**config.mk**
```make
export PLATFORM = sky130hd
export DESIGN_NAME = oob_dev
export DESIGN_NICKNAME = d
export VERILOG_FILES = /design/src/rtl/oob_dev.sv
export SDC_FILE = /design/constraint.sdc
export NUM_CORES = 1
export LEC_CHECK = 0
export BUFFER_PORTS_ARGS = -buffer_cell sky130_fd_sc_hd__buf_2
export CORE_UTILIZATION = 45
export DETAILED_ROUTE_END_ITERATION = 10
export MAX_ROUTING_LAYER = met4
export PLACE_DENSITY = 0.85
export SYNTH_ARGS = -nofsm -noshare
export SYNTH_HDL_FRONTEND = slang
export SYNTH_SLANG_ARGS = --single-unit
```
**constraint.sdc**
```tcl
create_clock -name clk -period 4.7 [get_ports clk]
set_input_delay 0.47 -clock clk [delete_from_list [all_inputs] [get_ports clk]]
set_output_delay 0.47 -clock clk [all_outputs]
set_load 0.01 [all_outputs]
```
**src/rtl/oob_dev.sv**
```systemverilog
// oob_dev: device-side SATA OOB responder.
// Answers a host COMRESET with COMINIT, waits for the host COMWAKE, answers
// with COMWAKE, then runs the ALIGN/SYNC handshake and declares the link up.
// Everything runs in the sata (usrclk2) clock domain.
module oob_dev #(
    parameter int          DATA_BYTE_WIDTH = 4,          // only 4 is supported
    parameter logic [19:0] COMWAKE_TIMEOUT = 20'd66000,
    parameter logic [19:0] ALIGN_TIMEOUT   = 20'd66000
) (
    input  logic                         clk,
    input  logic                         rst,
    input  logic                         gtx_ready,
    input  logic                         rxcominitdet_in,
    input  logic                         rxcomwakedet_in,
    input  logic                         rxelecidle_in,
    input  logic                         txcomfinish,
    output logic                         txcominit,
    output logic                         txcomwake,
    output logic                         txelecidle,
    input  logic [DATA_BYTE_WIDTH*8-1:0] txdata_in,
    input  logic [DATA_BYTE_WIDTH-1:0]   txcharisk_in,
    output logic [DATA_BYTE_WIDTH*8-1:0] txdata_out,
    output logic [DATA_BYTE_WIDTH-1:0]   txcharisk_out,
    input  logic [DATA_BYTE_WIDTH*8-1:0] rxdata_in,
    input  logic [DATA_BYTE_WIDTH-1:0]   rxcharisk_in,
    input  logic                         rxbyteisaligned,
    output logic                         dev_reset,
    output logic                         phy_ready
);

    localparam logic [31:0] ALIGN_WORD = 32'h7B4A4ABC;
    localparam logic [31:0] SYNC_WORD  = 32'hB5B5957C;
    localparam logic [3:0]  PRIM_K     = 4'b0001;

    localparam logic [3:0] ST_IDLE          = 4'd0;
    localparam logic [3:0] ST_COMINIT       = 4'd1;
    localparam logic [3:0] ST_WAIT_CINIT    = 4'd2;
    localparam logic [3:0] ST_WAIT_WAKE     = 4'd3;
    localparam logic [3:0] ST_WAIT_WAKE_END = 4'd4;
    localparam logic [3:0] ST_COMWAKE       = 4'd5;
    localparam logic [3:0] ST_WAIT_CWAKE    = 4'd6;
    localparam logic [3:0] ST_SEND_ALIGN    = 4'd7;
    localparam logic [3:0] ST_SEND_SYNC     = 4'd8;
    localparam logic [3:0] ST_READY         = 4'd9;
    localparam logic [3:0] ST_ERROR         = 4'd10;

    logic [3:0]  state;
    logic [3:0]  next_state;
    logic [19:0] timer;
    logic [1:0]  sync_cnt;
    logic        rx_align;
    logic        rx_sync_like;
    logic        cominit_ok;

    // Host electrical idle is not needed by this responder; COMWAKE detect
    // already covers the end of the wake burst.
    logic unused_ok;
    assign unused_ok = rxelecidle_in;

    // Classify the current rx word for the handshake states.
    always_comb begin
        rx_align     = rxbyteisaligned && (rxdata_in == ALIGN_WORD) && (rxcharisk_in == PRIM_K);
        rx_sync_like = rxcharisk_in[0] && (rxdata_in != ALIGN_WORD);
        // While our own COMINIT is being issued a COMRESET detect is the
        // echo of the host burst, so it must not restart the sequence.
        cominit_ok   = rxcominitdet_in && (state != ST_COMINIT) && (state != ST_WAIT_CINIT);
    end

    // Next-state logic: gtx_ready loss, then COMRESET, then normal flow.
    always_comb begin
        next_state = state;
        if (!gtx_ready) begin
            next_state = ST_IDLE;
        end else if (cominit_ok) begin
            next_state = ST_COMINIT;
        end else begin
            case (state)
                ST_IDLE:          next_state = ST_IDLE;
                ST_COMINIT:       next_state = ST_WAIT_CINIT;
                ST_WAIT_CINIT:    next_state = txcomfinish ? ST_WAIT_WAKE : ST_WAIT_CINIT;
                ST_WAIT_WAKE: begin
                    if (rxcomwakedet_in) begin
                        next_state = ST_WAIT_WAKE_END;
                    end else if (timer == COMWAKE_TIMEOUT) begin
                        next_state = ST_ERROR;
                    end else begin
                        next_state = ST_WAIT_WAKE;
                    end
                end
                ST_WAIT_WAKE_END: next_state = rxcomwakedet_in ? ST_WAIT_WAKE_END : ST_COMWAKE;
                ST_COMWAKE:       next_state = ST_WAIT_CWAKE;
                ST_WAIT_CWAKE:    next_state = txcomfinish ? ST_SEND_ALIGN : ST_WAIT_CWAKE;
                ST_SEND_ALIGN: begin
                    if (rx_align) begin
                        next_state = ST_SEND_SYNC;
                    end else if (timer == ALIGN_TIMEOUT) begin
                        next_state = ST_ERROR;
                    end else begin
                        next_state = ST_SEND_ALIGN;
                    end
                end
                ST_SEND_SYNC: begin
                    if (rx_sync_like && (sync_cnt == 2'd2)) begin
                        next_state = ST_READY;
                    end else begin
                        next_state = ST_SEND_SYNC;
                    end
                end
                ST_READY:         next_state = ST_READY;
                ST_ERROR:         next_state = ST_IDLE;
                default:          next_state = ST_IDLE;
            endcase
        end
    end

    // State register, handshake timer and SYNC run counter.
    always_ff @(posedge clk) begin
        if (rst) begin
            state    <= ST_IDLE;
            timer    <= 20'd0;
            sync_cnt <= 2'd0;
        end else begin
            state <= next_state;
            if (next_state != state) begin
                timer <= 20'd0;
            end else if (((state == ST_WAIT_WAKE) || (state == ST_SEND_ALIGN)) && (timer != 20'hFFFFF)) begin
                timer <= timer + 20'd1;
            end else begin
                timer <= timer;
            end
            if ((state == ST_SEND_SYNC) && (next_state == ST_SEND_SYNC) && rx_sync_like) begin
                sync_cnt <= sync_cnt + 2'd1;
            end else begin
                sync_cnt <= 2'd0;
            end
        end
    end

    // Registered tx stream and dev_reset pulse, both aligned to the state
    // being entered so the stream matches the state one cycle later.
    always_ff @(posedge clk) begin
        if (rst) begin
            txdata_out    <= 32'd0;
            txcharisk_out <= 4'd0;
            dev_reset     <= 1'b0;
        end else begin
            dev_reset <= (next_state == ST_COMINIT);
            case (next_state)
                ST_SEND_ALIGN: begin
                    txdata_out    <= ALIGN_WORD;
                    txcharisk_out <= PRIM_K;
                end
                ST_SEND_SYNC: begin
                    txdata_out    <= SYNC_WORD;
                    txcharisk_out <= PRIM_K;
                end
                ST_READY: begin
                    txdata_out    <= txdata_in;
                    txcharisk_out <= txcharisk_in;
                end
                default: begin
                    txdata_out    <= 32'd0;
                    txcharisk_out <= 4'd0;
                end
            endcase
        end
    end

    // Moore decode of the control outputs from the state register.
    always_comb begin
        txcominit  = 1'b0;
        txcomwake  = 1'b0;
        txelecidle = 1'b1;
        phy_ready  = 1'b0;
        case (state)
            ST_COMINIT:    txcominit  = 1'b1;
            ST_COMWAKE:    txcomwake  = 1'b1;
            ST_SEND_ALIGN: txelecidle = 1'b0;
            ST_SEND_SYNC:  txelecidle = 1'b0;
            ST_READY: begin
                txelecidle = 1'b0;
                phy_ready  = 1'b1;
            end
            default: txelecidle = 1'b1;
        endcase
    end

endmodule

```
* After elaboration in Yosys (flattened, before gate mapping)
Index checks and enable logic that the tools add are counted.
Word-level totals: bits in registers 63, input port bits 80, output and inout bits 41, logic and storage cells 62
Operators by class: $add $sub $neg 2, equality and inequality tests 22, multiplexer cells 17, bitwise logic cells 1, reductions and logical operators 14
Operators by type and width (count):
- one-hot mux 32 bit (3 select lines) | 1
- one-hot mux 4 bit (9 select lines) | 1
- == test 32 x 31 -> 1 bit, second input constant | 1
- inequality test 32 x 31 -> 1 bit, second input constant | 1
- two-way mux 4 bit | 6
- adder 20 x 1 -> 20 bit, second input constant | 1
- == test 20 x 17 -> 1 bit, second input constant | 1
- == test 4 x 3 -> 1 bit, second input constant | 5
- inequality test 20 bit, second input constant | 1
- == test 4 bit, second input constant | 4
- == test 4 x 1 -> 1 bit, second input constant | 3
- logical AND 1 bit | 9
- == test 4 x 2 -> 1 bit, second input constant | 2
- two-way mux 1 bit | 8
- one-hot mux 4 bit (2 select lines) | 1
- OR reduction 2 bit | 3
- inequality test 4 x 1 -> 1 bit, second input constant | 1
- inequality test 4 x 2 -> 1 bit, second input constant | 1
- inequality test 4 bit | 1
- OR reduction 3 bit | 1
- adder 2 x 1 -> 2 bit, second input constant | 1
- == test 2 bit, second input constant | 1
- logical OR 1 bit | 1
- inverter 1 bit | 1

* Logic depth before layout (Yosys ltp)
word-level depth 12, mapped depth 10, gate-level depth less buffers 8

* Worst setup path before layout
OpenSTA, ideal clock, no wires.
path kind input to register, from in rxcharisk_in[1], to reg txdata_out[27], library setup time 88 ps, arrival time 2184 ps, data required time 4612 ps, path slack 2427 ps, stages on the path 7, path buffers 2, cell sequence or4_1 > nor4_1 > a211oi_1 > or4_1 > buf_2 > buf_6 > o32ai_2
On the way: cells in the longest elaborated chain, start to end 8, elaborated cells on any way between the ends 10, those cells by class 4 x eq/ne; 5 x mux; 1 x reduce/logical
RTL lines:
- start: declaration | RTL line 25 | input logic [DATA_BYTE_WIDTH-1:0] rxcharisk_in,
- == test 4 x 1 -> 1 bit * | RTL line 62 | rx_align = rxbyteisaligned && (rxdata_in == ALIGN_WORD) && (rxcharisk_in == PRIM_K);
- logical AND 1 bit * | RTL line 62
- two-way mux 4 bit * | RTL line 94 | if (rx_align) begin
- one-hot mux 4 bit (9 select lines) * | RTL line 77 | case (state)
- two-way mux 4 bit * | RTL line 74 | end else if (cominit_ok) begin
- two-way mux 4 bit * | RTL line 72 | if (!gtx_ready) begin
- == test 4 bit / == test 4 x 3 -> 1 bit (equally long branches) | RTL line 148 | case (next_state)
- one-hot mux 32 bit (3 select lines) * | RTL line 148
- end signal: assignment | RTL line 158 | txdata_out <= txdata_in;
- end: declaration | RTL line 22 | output logic [DATA_BYTE_WIDTH*8-1:0] txdata_out,
Every way passes the cells marked *; elsewhere a longest branch is shown, timed or not. A chain may end at the register's enable or synchronous reset.

* Final worst setup path
from reg state[1], to reg sync_cnt[0]
On the way: cells in the longest elaborated chain, start to end 10, elaborated cells on any way between the ends 21, those cells by class 12 x eq/ne; 3 x mux; 1 x bitwise; 5 x reduce/logical
RTL lines:
- start: declaration | RTL line 47 | logic [3:0] state;
- start signal: assignment | RTL line 123 | state <= next_state;
- branches (longest 6 deep; another with one-hot mux 4 bit (9 select lines))
- logical AND 1 bit * (2 in series) | RTL line 131 | if ((state == ST_SEND_SYNC) && (next_state == ST_SEND_SYNC) && rx_sync_like) begin
- inverter 1 bit (no line) *
- OR reduction 2 bit (no line) *
- end signal: assignment | RTL line 132 | sync_cnt <= sync_cnt + 2'd1;
- end: declaration | RTL line 50 | logic [1:0] sync_cnt;
Mark *: on every way between the ends.

==> results_dict.tcl <==
set metrics [dict create \
    rows 30 \
    status "finished, final reports clean" \
    slew_headroom_pct 26.43 \
    clock_skew_ps 10.15 \
    fmax_mhz 312.9 \
    cts_tree "built" \
    hold_path.class "in -> reg" \
    path_class "reg -> reg" \
    synth_warnings 0 \
    fp.dieH_um 88 \
    clk_latency_ps 340 \
    post-dp-hpwl_um 6266 \
    maxCapViolCount 0 \
    ys_seq_area_share_pct 37.89 \
    cp_max_fo 26 \
    io_buffers 119 \
    place.gp.congestion 0.9455 \
    cts.path.max_buffers 2 \
    fin_tns_setup_ps 0 \
    path_clk_slew_ps 80 \
    cp-start-kind "flip-flop" \
    syn_area_per_cell_um2 8.828 \
    wl_um 8439 \
    power_density_mw_per_mm2 262.5 \
    antenna_left 0 \
    hold_depth 2 \
    post_cts_buffers 0 \
    die_area_mm2 0.007744 \
    end_kind "flip-flop" \
    vdd_drop_max_mv 0.1572 \
    post-route-period-util_pct 67.99 \
    hold_viol 0 \
    postSynthCellCount 377 \
    drive_gt1_share_pct 35.26 \
    dr.pass1.iters 4 \
    overflow 0 \
    n_antenna_cell 0 \
    viasPerCell 5.661 \
    synth-edff-count 0 \
    leakage_nw 1.683 \
    syn-num-nets 460 \
    synth_seq_cells 63 \
    min_period_ps 3195 \
    total_power_mw 1.089 \
    cts_hold_buf 0 \
    antenna_found_initial 0 \
    ctsRootBufferMaster "clkbuf_8" \
    core_mm2 0.006982 \
    start_util_pct 47.67 \
    gr-usage-all-layers_pct 22.27 \
    crit_arrival_ps 3420 \
    cts-buffers-inserted 9 \
    maxSlewViolCount 0 \
    crit_required_ps 4930 \
    syn-cell-area_mm2 0.003328 \
    ys_types 58 \
    drc_errors 0 \
    clkSinkCount 63 \
    fp.dieW_um 88 \
    tightest_slew_ps 1076 \
    area_growth_pct 24.62 \
    layout.nets 563 \
    io-pin-count 121 \
    dpl-instance-area_mm2 0.003941 \
    vias 3289 \
    grt_pass1_wl_um 13030 \
    rsz0062_at_grt "false" \
    cts_resized 0 \
    wire_per_inst_um 14.52 \
    finalInstanceArea_mm2 0.004148 \
    finalSetupViolations 0 \
    synthArstFlopShare_pct 0 \
    cts_max_level 3 \
    fillers 599 \
    grt_max_degree 27 \
    synth_ff_type "dfxtp_1" \
    reg2reg_depth 6 \
    first_iter_violations 254 \
    grt_pass1_vias 2889 \
]
-- per-stage QoR --
step / setup WS [ps] / hold slack, ps / util (%) / instances
2_1_floorplan: 2427 / 399.7 / - / 377
3_3_place_gp: 1592 / 408.6 / 56.45 / 565
3_5_place_dp: 1521 / 443.9 / 56.45 / 565
4_1_cts: 1528 / 329.7 / 59.41 / 581
5_1_grt: 1349 / 326.3 / 59.41 / 581
6_report: 1505 / 333.2 / 59.41 / 581
-- final timing paths --
kind / start / endpoint / slack (ps)
min: txdata_in[20] / txdata_out[20] / 330
max reg2reg: state[1] / sync_cnt[0] / 1500
min reg2reg: sync_cnt[0] / sync_cnt[0] / 450
max: state[1] / sync_cnt[0] / 1500
-- logic make-up after synthesis --
logic type	after synthesis	synth area share, %
compound gates	97	23.61
xor+xnor	10	2.632
fa+ha+maj	3	1.128
buf+inv	58	8.045
flops	63	37.89
mux	1	0.3383
simple gates	145	26.35
-- state kept, by name (all words and copies together) (netlist names) --
| signal | flops |
|---|---|
| sync_cnt | 2 |
| txcharisk_out | 4 |
| dev_reset | 1 |
| timer | 20 |
| state | 4 |
| txdata_out | 32 |
-- critical path, cell delays in order, from the launching register on --
cell and delay, ps:
dfxtp_1 730, and3b_1 390, nand2_1 150, nor4_1 330
a211oi_1 110, or4_1 910, nor4b_1 450
-- metal layers --
layer	global-route usage, %	part of all wire (%)	vias up
met2	36.08	49	137
met5	-	0	-
met1	26.99	43	1520
met4	8.644	1.3	0
li1	-	-	1623
met3	4.713	6.8	9
-- cell usage in the layout, fill, tap and decap left out, types with 8 or more instances in the layout --
cell / instances
a211oi_1: 10
dfxtp_1: 63
o21ai_0: 19
o22ai_1: 8
nor4_1: 29
clkbuf_8: 10
nand2_1: 26
buf_2: 119
nor3_1: 16
nand3_1: 8
o21a_1: 19
nor2_1: 10
inv_1: 25
o32ai_2: 12
-- Yosys cell counts, types with 2 or more instances --
library cell	count	share of area (%)
nand2_1	26	2.9
clkbuf_1	9	1.0
a211oi_1	10	2.3
nor4_1	30	5.6
nor2_1	11	1.2
o311ai_0	3	0.79
nand4_1	7	1.3
inv_1	25	2.8
and4b_1	3	0.90
o32ai_2	11	5.4
xor2_1	3	0.79
o21ai_0	19	2.9
o21a_1	19	4.3
o22ai_1	8	1.5
nand3_1	8	1.2
nor4bb_1	5	1.5
nor3_2	3	0.90
ha_1	3	1.1
buf_1	3	0.34
or3_1	2	0.38
nand3b_1	2	0.45
a2111oi_0	4	1.1
or4_1	2	0.45
dfxtp_1	63	38
or2_2	2	0.38
and2_1	3	0.56
and3_1	7	1.3
nor3b_1	2	0.45
a21oi_1	6	0.90
nor3_1	16	2.4
nand2b_1	3	0.56
xnor2_1	7	1.8
buf_6	3	1.0
nor4b_1	5	1.3
a21o_1	2	0.45
o211ai_1	5	1.1
buf_2	15	2.3
buf_4	2	0.45
-- power by group --
group | total [mW] | switching [mW] | internal, mW
logic | 0.0680 | 0.0332 | 0.0348
clock network | 0.485 | 0.223 | 0.262
registers | 0.536 | 0.00196 | 0.534
total | 1.09 | 0.258 | 0.831
-- area by class of cell --
type,instances,area [µm²],share of cell area [%]
Clock buffer,10,137.6,3.318
Sequential cell,63,1261,30.41
Tap cell,96,120.1,2.896
Clock inverter,6,68.82,1.659
Multi-Input combinational cell,256,1826,44.01
Timing Repair Buffer,125,640.6,15.44
Inverter,25,93.84,2.262
Note: power is estimated with default switching activity, not from simulation.
